File: src/rtl/bcd_sub_serial_pkg.sv
// bcd_sub_serial_pkg: shared FSM states and BCD constants for the serial BCD subtractor
package bcd_sub_serial_pkg;
    typedef enum logic [1:0] {IDLE, RUN, NEG, DONE} state_t;
    localparam int DIGIT_W = 4;
    localparam logic [3:0] BCD_MAX = 4'd9;
    localparam logic [3:0] BCD_RADIX = 4'd10;
endpackage

File: src/rtl/bcd_sub_serial_sub1digit.sv
// bcd_sub1digit: one BCD digit x - y - bin -> digit d and borrow bout (ports x_i, y_i, bin_i, d_o, bout_o)
module bcd_sub1digit
    import bcd_sub_serial_pkg::*;
(
    input  logic [3:0] x_i,
    input  logic [3:0] y_i,
    input  logic       bin_i,
    output logic [3:0] d_o,
    output logic       bout_o
);
    logic [5:0] t;
    // t is a signed 6-bit difference; its sign bit is the borrow
    assign t      = {2'b00, x_i} - {2'b00, y_i} - {5'b0, bin_i};
    assign bout_o = t[5];
    assign d_o    = t[5] ? 4'(t + {2'b00, BCD_RADIX}) : t[3:0];
endmodule

File: src/rtl/bcd_sub_serial.sv
// bcd_sub_serial: digit-serial packed-BCD subtractor A-B, LSD first, start/done handshake
//   in : clk, rst_n (async active-low), start, a, b (packed BCD, DIGITS digits)
//   out: busy, done (1-cycle pulse), diff, borrow_out, sign, invalid
//   BCD_SUB_SIGN_EN: on a borrow, negate the result serially so diff=|A-B| and sign=1
module bcd_sub_serial
    import bcd_sub_serial_pkg::*;
#(
    parameter int DIGITS = 4
) (
    input  logic                  clk,
    input  logic                  rst_n,
    input  logic                  start,
    input  logic [4*DIGITS-1:0]   a,
    input  logic [4*DIGITS-1:0]   b,
    output logic                  busy,
    output logic                  done,
    output logic [4*DIGITS-1:0]   diff,
    output logic                  borrow_out,
    output logic                  sign,
    output logic                  invalid
);
    localparam int W  = DIGIT_W * DIGITS;
    localparam int CW = $clog2(DIGITS + 1);
    state_t state_q, state_d;
    logic [W-1:0] a_q, a_d, b_q, b_d, res_q, res_d, diff_q, diff_d, shifted;
    logic [CW-1:0] cnt_q, cnt_d;
    logic brw_q, brw_d, inv_q, inv_d, bo_q, bo_d, sign_q, sign_d, invo_q, invo_d;
    logic inv_scan, last, bout;
    logic [3:0] x, y, d;
    always_comb begin
        inv_scan = 1'b0;
        for (int i = 0; i < DIGITS; i++)
            if (a[DIGIT_W*i +: DIGIT_W] > BCD_MAX || b[DIGIT_W*i +: DIGIT_W] > BCD_MAX) inv_scan = 1'b1;
    end
    // NEG reuses the digit slice as 0 - result, feeding the result reg back on itself
    assign x    = state_q == NEG ? 4'd0 : a_q[3:0];
    assign y    = state_q == NEG ? res_q[3:0] : b_q[3:0];
    assign last = cnt_q == CW'(DIGITS - 1);
    assign shifted = (res_q >> DIGIT_W) | (W'(d) << (W - DIGIT_W));
    bcd_sub1digit u_digit (.x_i(x), .y_i(y), .bin_i(brw_q), .d_o(d), .bout_o(bout));
    always_comb begin
        state_d = state_q;
        a_d = a_q;
        b_d = b_q;
        res_d = res_q;
        cnt_d = cnt_q;
        brw_d = brw_q;
        inv_d = inv_q;
        diff_d = diff_q;
        bo_d = bo_q;
        sign_d = sign_q;
        invo_d = invo_q;
        case (state_q)
            IDLE, DONE: begin
                state_d = start ? RUN : IDLE;
                if (start) begin
                    a_d = a;
                    b_d = b;
                    brw_d = 1'b0;
                    cnt_d = '0;
                    inv_d = inv_scan;
                end
            end
            RUN: begin
                a_d = a_q >> DIGIT_W;
                b_d = b_q >> DIGIT_W;
                res_d = shifted;
                brw_d = bout;
                cnt_d = cnt_q + 1'b1;
                if (last) begin
`ifdef BCD_SUB_SIGN_EN
                    if (bout && !inv_q) begin
                        state_d = NEG;
                        cnt_d = '0;
                        brw_d = 1'b0;
                    end else begin
                        state_d = DONE;
                        diff_d = inv_q ? '0 : shifted;
                        bo_d = 1'b0;
                        sign_d = 1'b0;
                        invo_d = inv_q;
                    end
`else
                    state_d = DONE;
                    diff_d = inv_q ? '0 : shifted;
                    bo_d = !inv_q && bout;
                    sign_d = 1'b0;
                    invo_d = inv_q;
`endif
                end
            end
`ifdef BCD_SUB_SIGN_EN
            NEG: begin
                res_d = shifted;
                brw_d = bout;
                cnt_d = cnt_q + 1'b1;
                if (last) begin
                    state_d = DONE;
                    diff_d = shifted;
                    bo_d = 1'b1;
                    sign_d = 1'b1;
                    invo_d = 1'b0;
                end
            end
`endif
            default: state_d = IDLE;
        endcase
    end
    always_ff @(posedge clk or negedge rst_n) begin
        if (!rst_n) begin
            state_q <= IDLE;
            a_q <= '0;
            b_q <= '0;
            res_q <= '0;
            cnt_q <= '0;
            brw_q <= 1'b0;
            inv_q <= 1'b0;
            diff_q <= '0;
            bo_q <= 1'b0;
            sign_q <= 1'b0;
            invo_q <= 1'b0;
        end else begin
            state_q <= state_d;
            a_q <= a_d;
            b_q <= b_d;
            res_q <= res_d;
            cnt_q <= cnt_d;
            brw_q <= brw_d;
            inv_q <= inv_d;
            diff_q <= diff_d;
            bo_q <= bo_d;
            sign_q <= sign_d;
            invo_q <= invo_d;
        end
    end
    assign busy       = state_q == RUN || state_q == NEG;
    assign done       = state_q == DONE;
    assign diff       = diff_q;
    assign borrow_out = bo_q;
    assign sign       = sign_q;
    assign invalid    = invo_q;
endmodule

File: config.mk
export PLATFORM = sky130hd
export DESIGN_NAME = bcd_sub_serial
export DESIGN_NICKNAME = d
export VERILOG_FILES = /design/src/rtl/bcd_sub_serial_pkg.sv /design/src/rtl/bcd_sub_serial_sub1digit.sv /design/src/rtl/bcd_sub_serial.sv
export SDC_FILE = /design/constraint.sdc
export NUM_CORES = 1
export LEC_CHECK = 0
export CORE_MARGIN = 2
export CORE_UTILIZATION = 54
export DETAILED_ROUTE_END_ITERATION = 12
export MAX_ROUTING_LAYER = met4
export PLACE_DENSITY = 0.8
export SYNTH_ARGS = -nofsm -noshare
export SYNTH_HDL_FRONTEND = slang
export SYNTH_HIERARCHICAL = 1
export SYNTH_SLANG_ARGS = --single-unit
File: constraint.sdc
create_clock -name clk -period 4.2 [get_ports clk]
set_input_delay 0.42 -clock clk [delete_from_list [all_inputs] [get_ports clk]]
set_output_delay 0.42 -clock clk [all_outputs]
set_load 0.005 [all_outputs]
# Yosys cells after proc, flatten, opt, wreduce, memory -nomap -nowiden
# Index checks and enable logic that the tools add are counted.
# word_totals
reg_bits	73
inputBits	35
out_inout_bits	21
elab_cells	61
# op_classes
add_sub_neg	4
order_cmp	8
n_eq_ne	6
n_mux	19
n_bitwise	1
reduce_logical	13
# op_table
cell	count
$pmux W16 S2	2
$mux W16	3
$gt A4 B4 Y1 const B	8
$or A12 B16 Y16	1
$mux W4	3
$mux W1	6
$pmux W3 S2	1
$reduce_and A2 Y1	3
$sub A6 B1 Y6	1
$logic_or A1 B1 Y1	5
$sub A4 B4 Y5	1
$add A4 B4 Y4 const B	1
$eq A2 B2 Y1 const B	2
$ne A2 B2 Y1 const B	2
$pmux W2 S2	1
$add A3 B1 Y3 const B	1
$eq A3 B2 Y1 const B	1
$mux W3	1
$eq A2 B1 Y1 const B	1
$logic_not A2 Y1	1
$mux W2	1
$pmux W1 S2	1
$reduce_bool A2 Y1	1
$reduce_or A2 Y1	1
other kinds (2)	2

# Logic depth before layout (Yosys ltp)
# depth
ltp_word	8
ltp_mapped	14
ltp_nobuf	13

# Hierarchy
# Netlist, hierarchy kept.
# by_module_without_submodules
module	n_inst	cells_each	area_each_um2	seq_area_each_um2
bcd_sub_serial	1	305	3360.7	1826.8
bcd_sub1digit	1	32	289.0	0.0

# Worst setup path before layout
# OpenSTA, ideal clock, no wires.
# synth_path
kind	flip-flop to flip-flop
from	reg state_q[0]
to	reg res_q[14]
setup_ns	0.125
arrival_ns	3.033
required_time_ns	4.075
setup_slack_ns	1.043
stages_incl_launch_ff	12
path_buffers	1
synth_period_minus_slack_ns	3.157
cell_sequence	dfrtp_1 -> inv_1 -> ha_1 -> clkbuf_1 -> mux2_2 -> ha_1 -> fa_1 -> ha_1 -> xnor2_1 -> ha_1 -> mux2_2 -> mux2_2
# synth_via
elab_chain_cells	7
word_cells_on_any_way	9
cone_classes	3 x add/sub; 2 x eq/ne; 3 x mux; 1 x bitwise
# synth_lines
item	line	rtl
start, declared	bcd_sub_serial.sv:24	state_t state_q, state_d;
start signal, assigned	bcd_sub_serial.sv:123	state_q <= state_d;
$eq A2 B2 Y1 (*)	bcd_sub_serial.sv:37	assign y = state_q == NEG ? res_q[3:0] : b_q[3:0];
$mux W4 (*)	bcd_sub_serial.sv:37	
named net y[0]	bcd_sub_serial.sv:29	logic [3:0] x, y, d;
$sub A4 B4 Y5 (*)	bcd_sub_serial_sub1digit.sv:13	assign t = {2'b00, x_i} - {2'b00, y_i} - {5'b0, bin_i};
$sub A6 B1 Y6 (*)	bcd_sub_serial_sub1digit.sv:13	
$add A4 B4 Y4	bcd_sub_serial_sub1digit.sv:15	assign d_o = t[5] ? 4'(t + {2'b00, BCD_RADIX}) : t[3:0];
$mux W4 (*)	bcd_sub_serial_sub1digit.sv:15	
named net d[2]	bcd_sub_serial.sv:29	
$or A12 B16 Y16 (*)	bcd_sub_serial.sv:39	assign shifted = (res_q >> DIGIT_W) | (W'(d) << (W - DIGIT_W));
end signal, assigned	bcd_sub_serial.sv:126	res_q <= res_d;
end, declared	bcd_sub_serial.sv:25	logic [W-1:0] a_q, a_d, b_q, b_d, res_q, res_d, diff_q, diff_d, shifted;
# Mark *: on every way through the listed nets, which the timed path passes. The rest lies on a longest branch.
# A chain may end at the register's enable or synchronous reset.

# Worst setup path in the final report
# layout_path
from	reg state_q[0]
to	reg diff_q[15] (netlist: diff[15])
# layout_via
elab_chain_cells	8
word_cells_on_any_way	11
cone_classes	3 x add/sub; 2 x eq/ne; 4 x mux; 1 x bitwise; 1 x reduce/logical
# layout_lines
item	line	rtl
$eq A2 B2 Y1 (*)	bcd_sub_serial.sv:37	
$mux W4 (*)	bcd_sub_serial.sv:37	
named net y[0]	bcd_sub_serial.sv:29	
$sub A4 B4 Y5 (*)	bcd_sub_serial_sub1digit.sv:13	
$sub A6 B1 Y6 (*)	bcd_sub_serial_sub1digit.sv:13	
$add A4 B4 Y4	bcd_sub_serial_sub1digit.sv:15	
$mux W4 (*)	bcd_sub_serial_sub1digit.sv:15	
named net d[3]	bcd_sub_serial.sv:29	
$or A12 B16 Y16 (*)	bcd_sub_serial.sv:39	
$mux W16 (*)	bcd_sub_serial.sv:85	diff_d = inv_q ? '0 : shifted;
end signal, assigned	bcd_sub_serial.sv:130	diff_q <= diff_d;
end, declared	bcd_sub_serial.sv:25	
# Marked as above.

==> results.sh <==
export IMPL_fmax_mhz=302
export IMPL_cp_required_ns=4.45
export IMPL_grt_use_total_pct=20.9
export IMPL_crit_fanout=8
export IMPL_tritoncts="built"
export IMPL_power_share_sequential_pct=34.4
export IMPL_pwr_share_comb_pct=44.3
export IMPL_rsz0062_at_grt="false"
export IMPL_synth_area_leaders="dfrtp_1 (50%), mux2_2 (6.8%), mux2i_1 (6.6%)"
export IMPL_ys_async_sr_fraction_pct=100
export IMPL_syn_num_nets=386
export IMPL_io_buffers=54
export IMPL_seq_area_um2=1830
export IMPL_antenna_found_initial=0
export IMPL_synth_common_cells="dfrtp_1 (73), nand2_1 (56), o21ai_0 (35)"
export IMPL_cts_buffers=9
export IMPL_multiInputGateArea_um2=1650
export IMPL_status="completed"
export IMPL_via_per_inst=5.45
export IMPL_coreArea_um2=6460
export IMPL_rows=29
export IMPL_criticalPathCategory="reg2reg"
export IMPL_finalNetCount=435
export IMPL_hpwl_um=4950
export IMPL_synth_most_common_cell="dfrtp_1"
export IMPL_finClkSkew_ns=0.0101
export IMPL_max_slew_margin_pct=34.1
export IMPL_synth_top_cell_by_area="dfrtp_1"
export IMPL_clkSlewWorstSetupHoldPaths_ns=0.07
export IMPL_die_height_um=86.2
export IMPL_grt_ovfl_total=0
export IMPL_synth_top_area_share_pct=50.1
export IMPL_cts_hold_buf=0
export IMPL_die_area_um2=7430
export IMPL_grt_pass1_vias=2528
export IMPL_peakVddDrop_mv=0.378
export IMPL_cellLeakagePower_nw=1.91
export IMPL_cts_root_buffer="clkbuf_8"
export IMPL_drive_above_1_share_pct=13.8
export IMPL_syn_to_final_growth_pct=21.6
export IMPL_start_util_pct=56.5
export IMPL_r2r_setup_slack_ns=0.89
export IMPL_clock_latency_ns=0.35
export IMPL_switchingPower_mw=1.19
export IMPL_ys_warn_count=6
export IMPL_routabilityCongestion=0.933
export IMPL_clock_sinks=73
export IMPL_start_kind="register"
export IMPL_dr_first_iter_drc_count=93
export IMPL_grt_pass1_wl_um=11700
export IMPL_p_int_mw=2.16
export IMPL_syn_inst=337
export IMPL_synth_seq_cells=73
export IMPL_rr_worst_depth=12
export IMPL_finalHoldViolations=0
export IMPL_critPathLaunch="state_q[0]"
export IMPL_routed_wl_um=6840
export IMPL_htree_levels=3
export IMPL_ant_nets=0
export IMPL_period_share_pct=78.8
export IMPL_crit_path_end_kind="register"
export IMPL_setup_tns_ns=0
export IMPL_synth_edff_count=0
export IMPL_wl_per_cell_um=14.6
export IMPL_setup_violations=0
export IMPL_ios=56
export IMPL_clkPwrFrac_pct=21.3
export IMPL_tightest_slew_ns=0.986
export IMPL_maxCapViolations=0
export IMPL_synth_distinct_cells=36
export IMPL_r2r_start="state_q[0]"
export IMPL_synth_avg_cell_area_um2=10.8
export IMPL_fin_util_pct=68.7
export IMPL_cp_arrival_ns=3.56
export IMPL_grt_max_degree=40
export IMPL_min_period_ns=3.31
export IMPL_drc=0
export IMPL_clockBufferDepth=2
export IMPL_ctsResizeCount=0
export IMPL_drtPass1Iterations=4
export IMPL_cp_endpoint="diff[15]"
export IMPL_netlist_area_um2=3650
export IMPL_synthFlopType="dfrtp_1"
export IMPL_slew_violations=0
export IMPL_fp_dieW_um=86.2
export IMPL_vias=2549
export IMPL_diodes=0
export IMPL_p_sw_share_pct=35.5
export IMPL_hold_path_class="in2async"
export IMPL_ys_seq_area_share_pct=50.1
export IMPL_r2r_end="diff[15]"
export IMPL_p_per_area_nw_per_um2=754
export IMPL_n_fill_cell=517
export IMPL_postCtsSetupBuffers=0
final cells by class:
cell class / count / area share, %
sequential: 73 / 41.2
inverter: 12 / 1.01
multi-input combinational: 233 / 37.2
timing repair buffer: 57 / 12.6
clock inverter: 5 / 2.88
clock buffer: 11 / 2.96
tap: 77 / 2.17
worst min-delay path by stage:
stage                       from        to  slack (ns)  cells past startpoint
after detailed placement  a_q[6]    a_q[6]        0.47                      2
final                      rst_n  diff[12]        0.14                      1
after global placement    b_q[9]    b_q[9]        0.46                      2
after CTS                  rst_n  diff[12]        0.15                      1
after global routing       rst_n  diff[12]        0.20                      1
after floorplan            rst_n    a_q[0]        0.12                      0
power by group through the flow:
stage               clock network (mW)  logic [mW]  registers, mW
finish                           0.712        1.48           1.15
global route                     0.753        1.64           1.18
CTS                              0.721        1.50           1.15
detailed placement                   0        1.49           1.16
global placement                     0        1.41           1.15
floorplan                            0        1.23           1.10
state kept, by name, indices dropped and copies added (netlist names):
register	cells
a_q	16
b_q	16
borrow_out	1
brw_q	1
cnt_q	3
diff	16
inv_q	1
invalid	1
res_q	16
state_q	2
cells in the final DEF (no fill, tap or decap), types with 2 or more instances in the layout:
cell             count
ha_1                12
bufinv_16            4
o21ai_0             35
dfrtp_1             73
o21ai_2              9
clkdlybuf4s50_1     53
mux2_2              22
o21ai_1             16
mux2i_1             24
nand2b_1            19
a32o_1               3
clkbuf_1             2
buf_4                3
nand2_1             56
xnor2_1              3
nand3_1              3
nor2b_1              7
clkbuf_8             9
a22oi_1              7
nor2_1               2
inv_1               11
metrics by stage:
stage / instances / area, µm² / hold slack (ns) / total power, mW / setup slack [ns]
finish: 468 / 4440 / 0.143 / 3.35 / 0.892
global route: 468 / 4440 / 0.202 / 3.57 / 0.694
CTS: 468 / 4440 / 0.154 / 3.37 / 0.886
detailed placement: 452 / 4180 / 0.469 / 2.65 / 0.900
global placement: 452 / 4180 / 0.460 / 2.57 / 1.04
floorplan: 337 / 3650 / 0.124 / 2.33 / 1.04
cell families (layout without fill, tap and decap cells):
logic type | after synthesis | after routing | synth area share (%)
adder cells (fa/ha/maj) | 14 | 14 | 5.01
AND/OR/NAND/NOR | 92 | 92 | 11.8
buffers and inverters | 31 | 85 | 4.73
flip-flops | 73 | 73 | 50.1
AO/OA/AOI/OAI | 74 | 74 | 12.5
XOR/XNOR | 5 | 5 | 1.82
other | 1 | 1 | 0.103
multiplexers | 47 | 47 | 14.0
critical path, stage by stage, from the launching register on:
cell	delay, ns
dfrtp_1	0.42
inv_1	0.10
ha_1	0.34
mux2_2	0.39
ha_1	0.22
fa_1	0.43
xor2_2	0.20
nand3_2	0.14
xor3_1	0.40
or3_1	0.31
nand3_1	0.10
nand2b_1	0.05
o21ai_0	0.13
layer usage:
metal | global-route usage (%) | up-vias | part of all wire (%) | wire [µm]
li1 | - | 1260 | - | -
met1 | 26.0 | 1207 | 45 | 3070
met2 | 33.6 | 65 | 48 | 3310
met3 | 4.76 | 17 | 3.9 | 265
met4 | 7.53 | 0 | 2.9 | 197
met5 | - | - | 0 | 0
Note: power is estimated with default switching activity, not from simulation.
